==> src/rtl/multiplier_pkg.sv <==
// Shared constants for the array multiplier.
// Build option: MULTIPLIER_INREG_EN adds an operand register stage, so the
// latency becomes 2 cycles instead of 1.
package multiplier_pkg;

  localparam int DEF_WIDTH  = 3;
  localparam int DEF_PW     = 2 * DEF_WIDTH;
  localparam int LAT_DIRECT = 1;
  localparam int LAT_INREG  = 2;

`ifdef MULTIPLIER_INREG_EN
  localparam int LATENCY = LAT_INREG;
`else
  localparam int LATENCY = LAT_DIRECT;
`endif

endpackage

==> src/rtl/multiplier_fa.sv <==
// 1-bit full adder cell used to build the ripple rows of the array.
module multiplier_fa (
  input  logic a,
  input  logic b,
  input  logic cin,
  output logic sum,
  output logic cout
);

  assign sum  = a ^ b ^ cin;
  assign cout = (a & b) | (cin & (a ^ b));

endmodule

==> src/rtl/multiplier.sv <==
// Unsigned WIDTH x WIDTH array multiplier with a registered 2*WIDTH product.
// Build option: MULTIPLIER_INREG_EN registers a, b and in_valid ahead of the
// array (latency 2); otherwise the array is fed straight from the ports
// (latency 1). Results are identical in both builds.
module multiplier
  import multiplier_pkg::*;
#(
  parameter int WIDTH = DEF_WIDTH
) (
  input  logic               clk,
  input  logic               rst,
  input  logic [WIDTH-1:0]   a,
  input  logic [WIDTH-1:0]   b,
  input  logic               in_valid,
  output logic [2*WIDTH-1:0] p,
  output logic               out_valid
);

  localparam int PW = 2 * WIDTH;

  logic [WIDTH-1:0] a_in, b_in;
  logic             vld_in;

`ifdef MULTIPLIER_INREG_EN
  logic [WIDTH-1:0] a_d, a_q, b_d, b_q;
  logic             vld_in_d, vld_in_q;

  // Next state of the operand stage: always capture the ports.
  always_comb begin
    a_d      = a;
    b_d      = b;
    vld_in_d = in_valid;
  end

  // Operand stage; cleared by reset so nothing stale reaches the array.
  always_ff @(posedge clk) begin
    if (rst) begin
      a_q      <= '0;
      b_q      <= '0;
      vld_in_q <= 1'b0;
    end else begin
      a_q      <= a_d;
      b_q      <= b_d;
      vld_in_q <= vld_in_d;
    end
  end

  assign a_in   = a_q;
  assign b_in   = b_q;
  assign vld_in = vld_in_q;
`else
  assign a_in   = a;
  assign b_in   = b;
  assign vld_in = in_valid;
`endif

  // Row i holds the sum of partial products 0..i. It fits in WIDTH+i+1 bits,
  // so each row is sized exactly: bits below i pass through, WIDTH adders
  // add the shifted partial product, and the row carry becomes the top bit.
  logic [PW-1:0] prod;

  for (genvar i = 0; i < WIDTH; i++) begin : g_row
    logic [WIDTH+i:0] s;

    if (i == 0) begin : g_first
      assign s = {1'b0, a_in & {WIDTH{b_in[0]}}};
    end else begin : g_add
      logic [WIDTH:0] cy;

      assign cy[0]         = 1'b0;
      assign s[i-1:0]      = g_row[i-1].s[i-1:0];
      assign s[i+WIDTH]    = cy[WIDTH];

      for (genvar k = 0; k < WIDTH; k++) begin : g_fa
        multiplier_fa u_fa (
          .a    (g_row[i-1].s[i+k]),
          .b    (a_in[k] & b_in[i]),
          .cin  (cy[k]),
          .sum  (s[i+k]),
          .cout (cy[k+1])
        );
      end
    end

    if (i == WIDTH - 1) begin : g_last
      assign prod = s;
    end
  end

  logic [PW-1:0] p_d, p_q;
  logic          out_valid_d, out_valid_q;

  // Output stage next state: product tracks the operands every cycle.
  always_comb begin
    p_d         = prod;
    out_valid_d = vld_in;
  end

  // Output registers; reset wins over in_valid and flushes in-flight data.
  always_ff @(posedge clk) begin
    if (rst) begin
      p_q         <= '0;
      out_valid_q <= 1'b0;
    end else begin
      p_q         <= p_d;
      out_valid_q <= out_valid_d;
    end
  end

  assign p         = p_q;
  assign out_valid = out_valid_q;

endmodule

==> config.mk <==
export PLATFORM = sky130hd
export DESIGN_NAME = multiplier
export DESIGN_NICKNAME = d
export VERILOG_FILES = /design/src/rtl/multiplier_pkg.sv /design/src/rtl/multiplier_fa.sv /design/src/rtl/multiplier.sv
export SDC_FILE = /design/constraint.sdc
export NUM_CORES = 1
export LEC_CHECK = 0
export ABC_AREA = 1
export BUFFER_PORTS_ARGS = -buffer_cell sky130_fd_sc_hd__buf_4
export CAP_MARGIN = 20
export CELL_PAD_IN_SITES_DETAIL_PLACEMENT = 0
export CELL_PAD_IN_SITES_GLOBAL_PLACEMENT = 1
export CORE_AREA = 4 4 41 43
export CTS_CLUSTER_SIZE = 40
export DETAILED_ROUTE_END_ITERATION = 8
export DIE_AREA = 0 0 45 47
export GPL_TIMING_DRIVEN = 1
export MAX_ROUTING_LAYER = met4
export PLACE_DENSITY_LB_ADDON = 0.1
export SLEW_MARGIN = 0
export SYNTH_ARGS = -nofsm -noshare
export SYNTH_HDL_FRONTEND = slang
export SYNTH_SLANG_ARGS = --single-unit
==> constraint.sdc <==
create_clock -name clk -period 6.6 [get_ports clk]
set_input_delay 0.99 -clock clk [delete_from_list [all_inputs] [get_ports clk]]
set_output_delay 0.99 -clock clk [all_outputs]
set_load 0.01 [all_outputs]
; ---- Word-level counts from Yosys, hierarchy flattened
; Cells that the tools add are included.
[totals]
register_bits = 7
latchBits = 0
wordCells = 30
ram_bits = 0
mem_bits_ro = 0
mem_count = 0
[op_classes]
n_mux = 0
mul = 0
reduce_logical = 0
div = 0
n_lt_le_gt_ge = 0
n_bitwise = 28
n_shift = 0
eq_ne = 0
addsub = 0
[op_table]
columns = op, n
row1 = $and 1x1->1, 15
row2 = $xor 1x1->1, 9
row3 = $and 3x3->3, 1
row4 = $or 1x1->1, 3

; ---- Logic depth before layout (Yosys ltp)
[depth]
depth_word = 10
mapped_depth = 11
ltp_nobuf = 11

; ---- By module
; Synthesis repeated with hierarchy kept, for this count alone.
[unflattened]
hier_cells = 44
area_unflattened_um2 = 376.6
[by_module_without_submodules]
columns = mod, area_per_inst_um2, cells_per_inst, n_inst
row1 = multiplier, 256.5, 38, 1
row2 = multiplier_fa, 20.0, 1, 6

; ---- Worst setup path before layout
; OpenSTA, ideal clock, no wires.
[synth_timing]
kind = input-to-reg
start = input port b[0]
end = register p_q[4] (netlist: p[4])
path_stages = 11
arrival_ps = 2803
setup_time_ps = 111
n_path_buf = 0
slack_ps = 3686
cell_sequence = nand2_1 -> inv_1 -> ha_1 -> inv_1 -> fa_1 -> inv_1 -> ha_1 -> inv_1 -> fa_1 -> fa_1 -> nor2_1
[synth_via]
elab_chain_cells = 9
[synth_lines]
columns = item, line_no
row1 = from (decl), multiplier.sv:13  ; input logic [WIDTH-1:0] b,
row2 = $and 3x3->3 *, multiplier.sv:66  ; assign s = {1'b0, a_in & {WIDTH{b_in[0]}}};
row3 = $and 1x1->1 / $xor 1x1->1 (equally long branches), "multiplier_fa.sv:11, multiplier_fa.sv:10"
row4 = $and 1x1->1, multiplier_fa.sv:11  ; assign cout = (a & b) | (cin & (a ^ b));
row5 = $or 1x1->1, multiplier_fa.sv:11
row6 = $xor 1x1->1, multiplier_fa.sv:10  ; assign sum = a ^ b ^ cin;
row7 = $xor 1x1->1, multiplier_fa.sv:11
row8 = $and 1x1->1, multiplier_fa.sv:11
row9 = $or 1x1->1, multiplier_fa.sv:11
row10 = $xor 1x1->1 *, multiplier_fa.sv:10
row11 = to (signal assigned), multiplier.sv:105  ; p_q <= p_d;
row12 = to (decl), multiplier.sv:90  ; logic [PW-1:0] p_d, p_q;
; Mark *: on every way between the ends. The rest lies on a longest branch, timed or not.
; A chain may end at the register's enable or synchronous reset.

; ---- Final worst setup path
; Same ends and word-level chain as after synthesis.

==> impl_summary.log <==
[metrics] time the final worst path needs with I/O delays and setup: 2840 ps
[metrics] maximum level of the CTS H-tree: 1
[metrics] total number of placement rows: 13
[metrics] maximum frequency from static timing analysis: 352 MHz
[metrics] most common library cell in the layout ignoring fill and taps: buf_4
[metrics] global-route usage over all layers: 7.05%
[metrics] Post CTS Setup Buffer Count: 0
[metrics] critical path depth in cells: 12
[metrics] initial core utilization: 26.6%
[metrics] fin crit share: 43.1%
[metrics] largest net degree at the start of global routing: 8
[metrics] Worst EP arrival: 2980 ps
[metrics] DIE WIDTH: 45 um
[metrics] netlist area before placement: 347 um^2
[metrics] post-layout util: 38.8%
[metrics] leading cell types in the layout, fill and taps excluded: buf_4 (15), inv_1 (13), nand2_1 (9)
[metrics] count of antenna diodes in the layout: 0
[metrics] DRC Markers: 0
[metrics] class of the tightest hold or removal check: in -> reg
[metrics] top cell type's share of synthesized area: 40.4%
[metrics] dominant cells by area after synthesis: dfxtp_1 (40%), fa_1 (17%), inv_1 (14%)
[metrics] launch point of the critical path: b[0]
[metrics] combinational family with the most area after synthesis: adder cells
[metrics] PostCTS Resize Cnt: 0
[metrics] type of origin of the critical path: input pin
[metrics] number of global-route vias before repair: 264
[metrics] Num CTS Buffers: 3
[metrics] cell family with the largest share of critical-path delay: adder cells
[metrics] detailed-route via count: 275
[metrics] count of synthesis-stage warnings from yosys: 0
[metrics] cell accounting for the most synthesized area: dfxtp_1
[metrics] total clock sinks: 7
[metrics] Bufs and invs on worst path: 5
[metrics] Post-CTS Hold Buffers: 0
[metrics] Critical-path top delay cell: fa_1
[metrics] portion of netlist area occupied by mux cells: 0%
[metrics] Nets: 77
[metrics] max-slew violation count: 0
[metrics] proportion of synthesized chip area in sequential cells: 40.4%
[metrics] worst setup path endpoint: p[4]
[metrics] Buffers on Ports: 15
[metrics] global-route wire length before repair: 1.00 mm
[metrics] slew at the pin closest to its max-slew limit: 85.1 ps
[metrics] number of unique standard cell types used by synthesis: 6
[metrics] share of synthesized cell area in full adder, half adder and majority cells: 28.2%
[metrics] average detailed-routed wire length per instance: 7.76 um
[metrics] cell breakdown of the critical path: buf_4 -> nand2_1 -> inv_1 -> ha_1 -> inv_1 -> fa_1 -> inv_1 -> ha_1 -> inv_1 -> fa_1 -> fa_1 -> nor2_1
[metrics] capturing element type of the critical path: flop
[metrics] Max Fanout on Critical Path: 3
[metrics] clock root cell: clkbuf_4
[metrics] Worst-path clk slew: 50 ps
[metrics] post-synthesis cell count: 42
[metrics] outcome: complete, no violations
[metrics] fraction of layout instances using a drive strength above 1: 29.5%
[metrics] count of endpoints failing setup in the final report: 0
[metrics] Slew headroom: 94.3%
[metrics] endpoint required time on the critical path: 6740 ps
[metrics] worst hold slack: 953 ps
[metrics] first-pass detailed-route iteration total: 2
[metrics] post-DR vias/cell: 3.62
[metrics] mean area per synthesized cell: 8.25 um^2
[metrics] number of failing hold endpoints at the final stage: 0
[metrics] Core Box Area: 1300 um^2
[metrics] antenna violations before repair: 0
[metrics] remaining global-route overflow: 0
[metrics] TritonCTS clock tree: done
[metrics] post-detailed-routing wire length: 590 um
[metrics] area fraction in compound gates after synthesis: 0%
[metrics] leakage power summed over all cells: 0.289 nW
[metrics] simple-gate share of the synthesized area: 17.3%
[metrics] number of buffers between clock root and the deepest sink: 2
[metrics] Detail Route Antenna Nets: 0
[metrics] full die area: 2120 um^2
[metrics] maximum vdd drop: 42.0 uV
[metrics] setup TNS after final layout: 0 ps
[metrics] number of max-cap violations: 0
[metrics] overall die height: 47 um
[metrics] share of the synthesized netlist area taken by xor and xnor gates: 0%
[metrics] flop and latch count out of synthesis: 7
[metrics] post-synthesis to final-layout area growth: 45.5%
[metrics] stage delay of the slowest cell on the critical path: 490 ps
[metrics] Most common cell on crit path: inv_1
[metrics] power per cell area: 203 nW/um^2
[metrics] number of top-level design ports: 16
[metrics] post-detailed-placement half-perimeter wirelength: 531 um
[metrics] post-synthesis net count: 57
[metrics] RSZ-0062 raised after global routing: false
[metrics] gp weighted congestion: 0.631
[metrics] Filler cells: 156
[metrics] drt initial violations: 3
[metrics] class of the most critical setup path: in -> reg
[state kept, by name, summed over array words and instances (netlist names)]
register,cells
p,6
out_valid,1
[worst min-delay path, stage by stage]
cell    delay [ps]
buf_4           70
inv_1           30
nor2_1          70
[cell usage after synthesis]
| cell type | n |
|---|---|
| ha_1 | 3 |
| nor2_1 | 7 |
| fa_1 | 3 |
| inv_1 | 13 |
| dfxtp_1 | 7 |
| nand2_1 | 9 |
[cells by family after synthesis]
kind of cell	count (synthesis)
fa+ha+maj	6
flops	7
buf+inv	13
simple gates	16
[metrics by stage]
stage / cell area [um^2] / total power [mW] / std cells / setup slack, ps
6_report: 504 / 0.102 / 76 / 3760
5_1_grt: 504 / 0.111 / 76 / 3630
3_3_place_gp: 478 / 0.0677 / 72 / 3490
2_1_floorplan: 347 / 0.0563 / 42 / 3690
3_5_place_dp: 478 / 0.0674 / 72 / 3500
4_1_cts: 504 / 0.106 / 76 / 3760
[worst min-delay path by stage]
| stage | cells after the start | start | end |
|---|---|---|---|
| after global placement | 3 | in_valid | out_valid |
| after detailed placement | 3 | in_valid | out_valid |
| after global routing | 2 | rst | p[3] |
| final | 3 | in_valid | out_valid |
| after CTS | 3 | in_valid | out_valid |
| after floorplan | 1 | rst | p[3] |
[power breakdown]
group / switching, mW / internal, mW
clock: 0.0134 / 0.0229
combinational: 0.00957 / 0.0105
sequential: 0.000659 / 0.0455
[layer usage]
layer | vias up | track usage (%) | wire [um]
met5 | - | - | 0
met4 | 0 | 7.02 | 0
met3 | 0 | 1.53 | 100
met2 | 16 | 9.89 | 253
met1 | 104 | 8.08 | 235
li1 | 155 | - | -
[final cells by class]
class / count / area, um^2 / area share, %
multi-input combinational: 22 / 158 / 31.3
timing repair buffer: 15 / 113 / 22.3
inverter: 13 / 48.8 / 9.68
sequential: 7 / 140 / 27.8
clock buffer: 4 / 26.3 / 5.21
tap: 15 / 18.8 / 3.72
(Power assumes the default switching activity.)
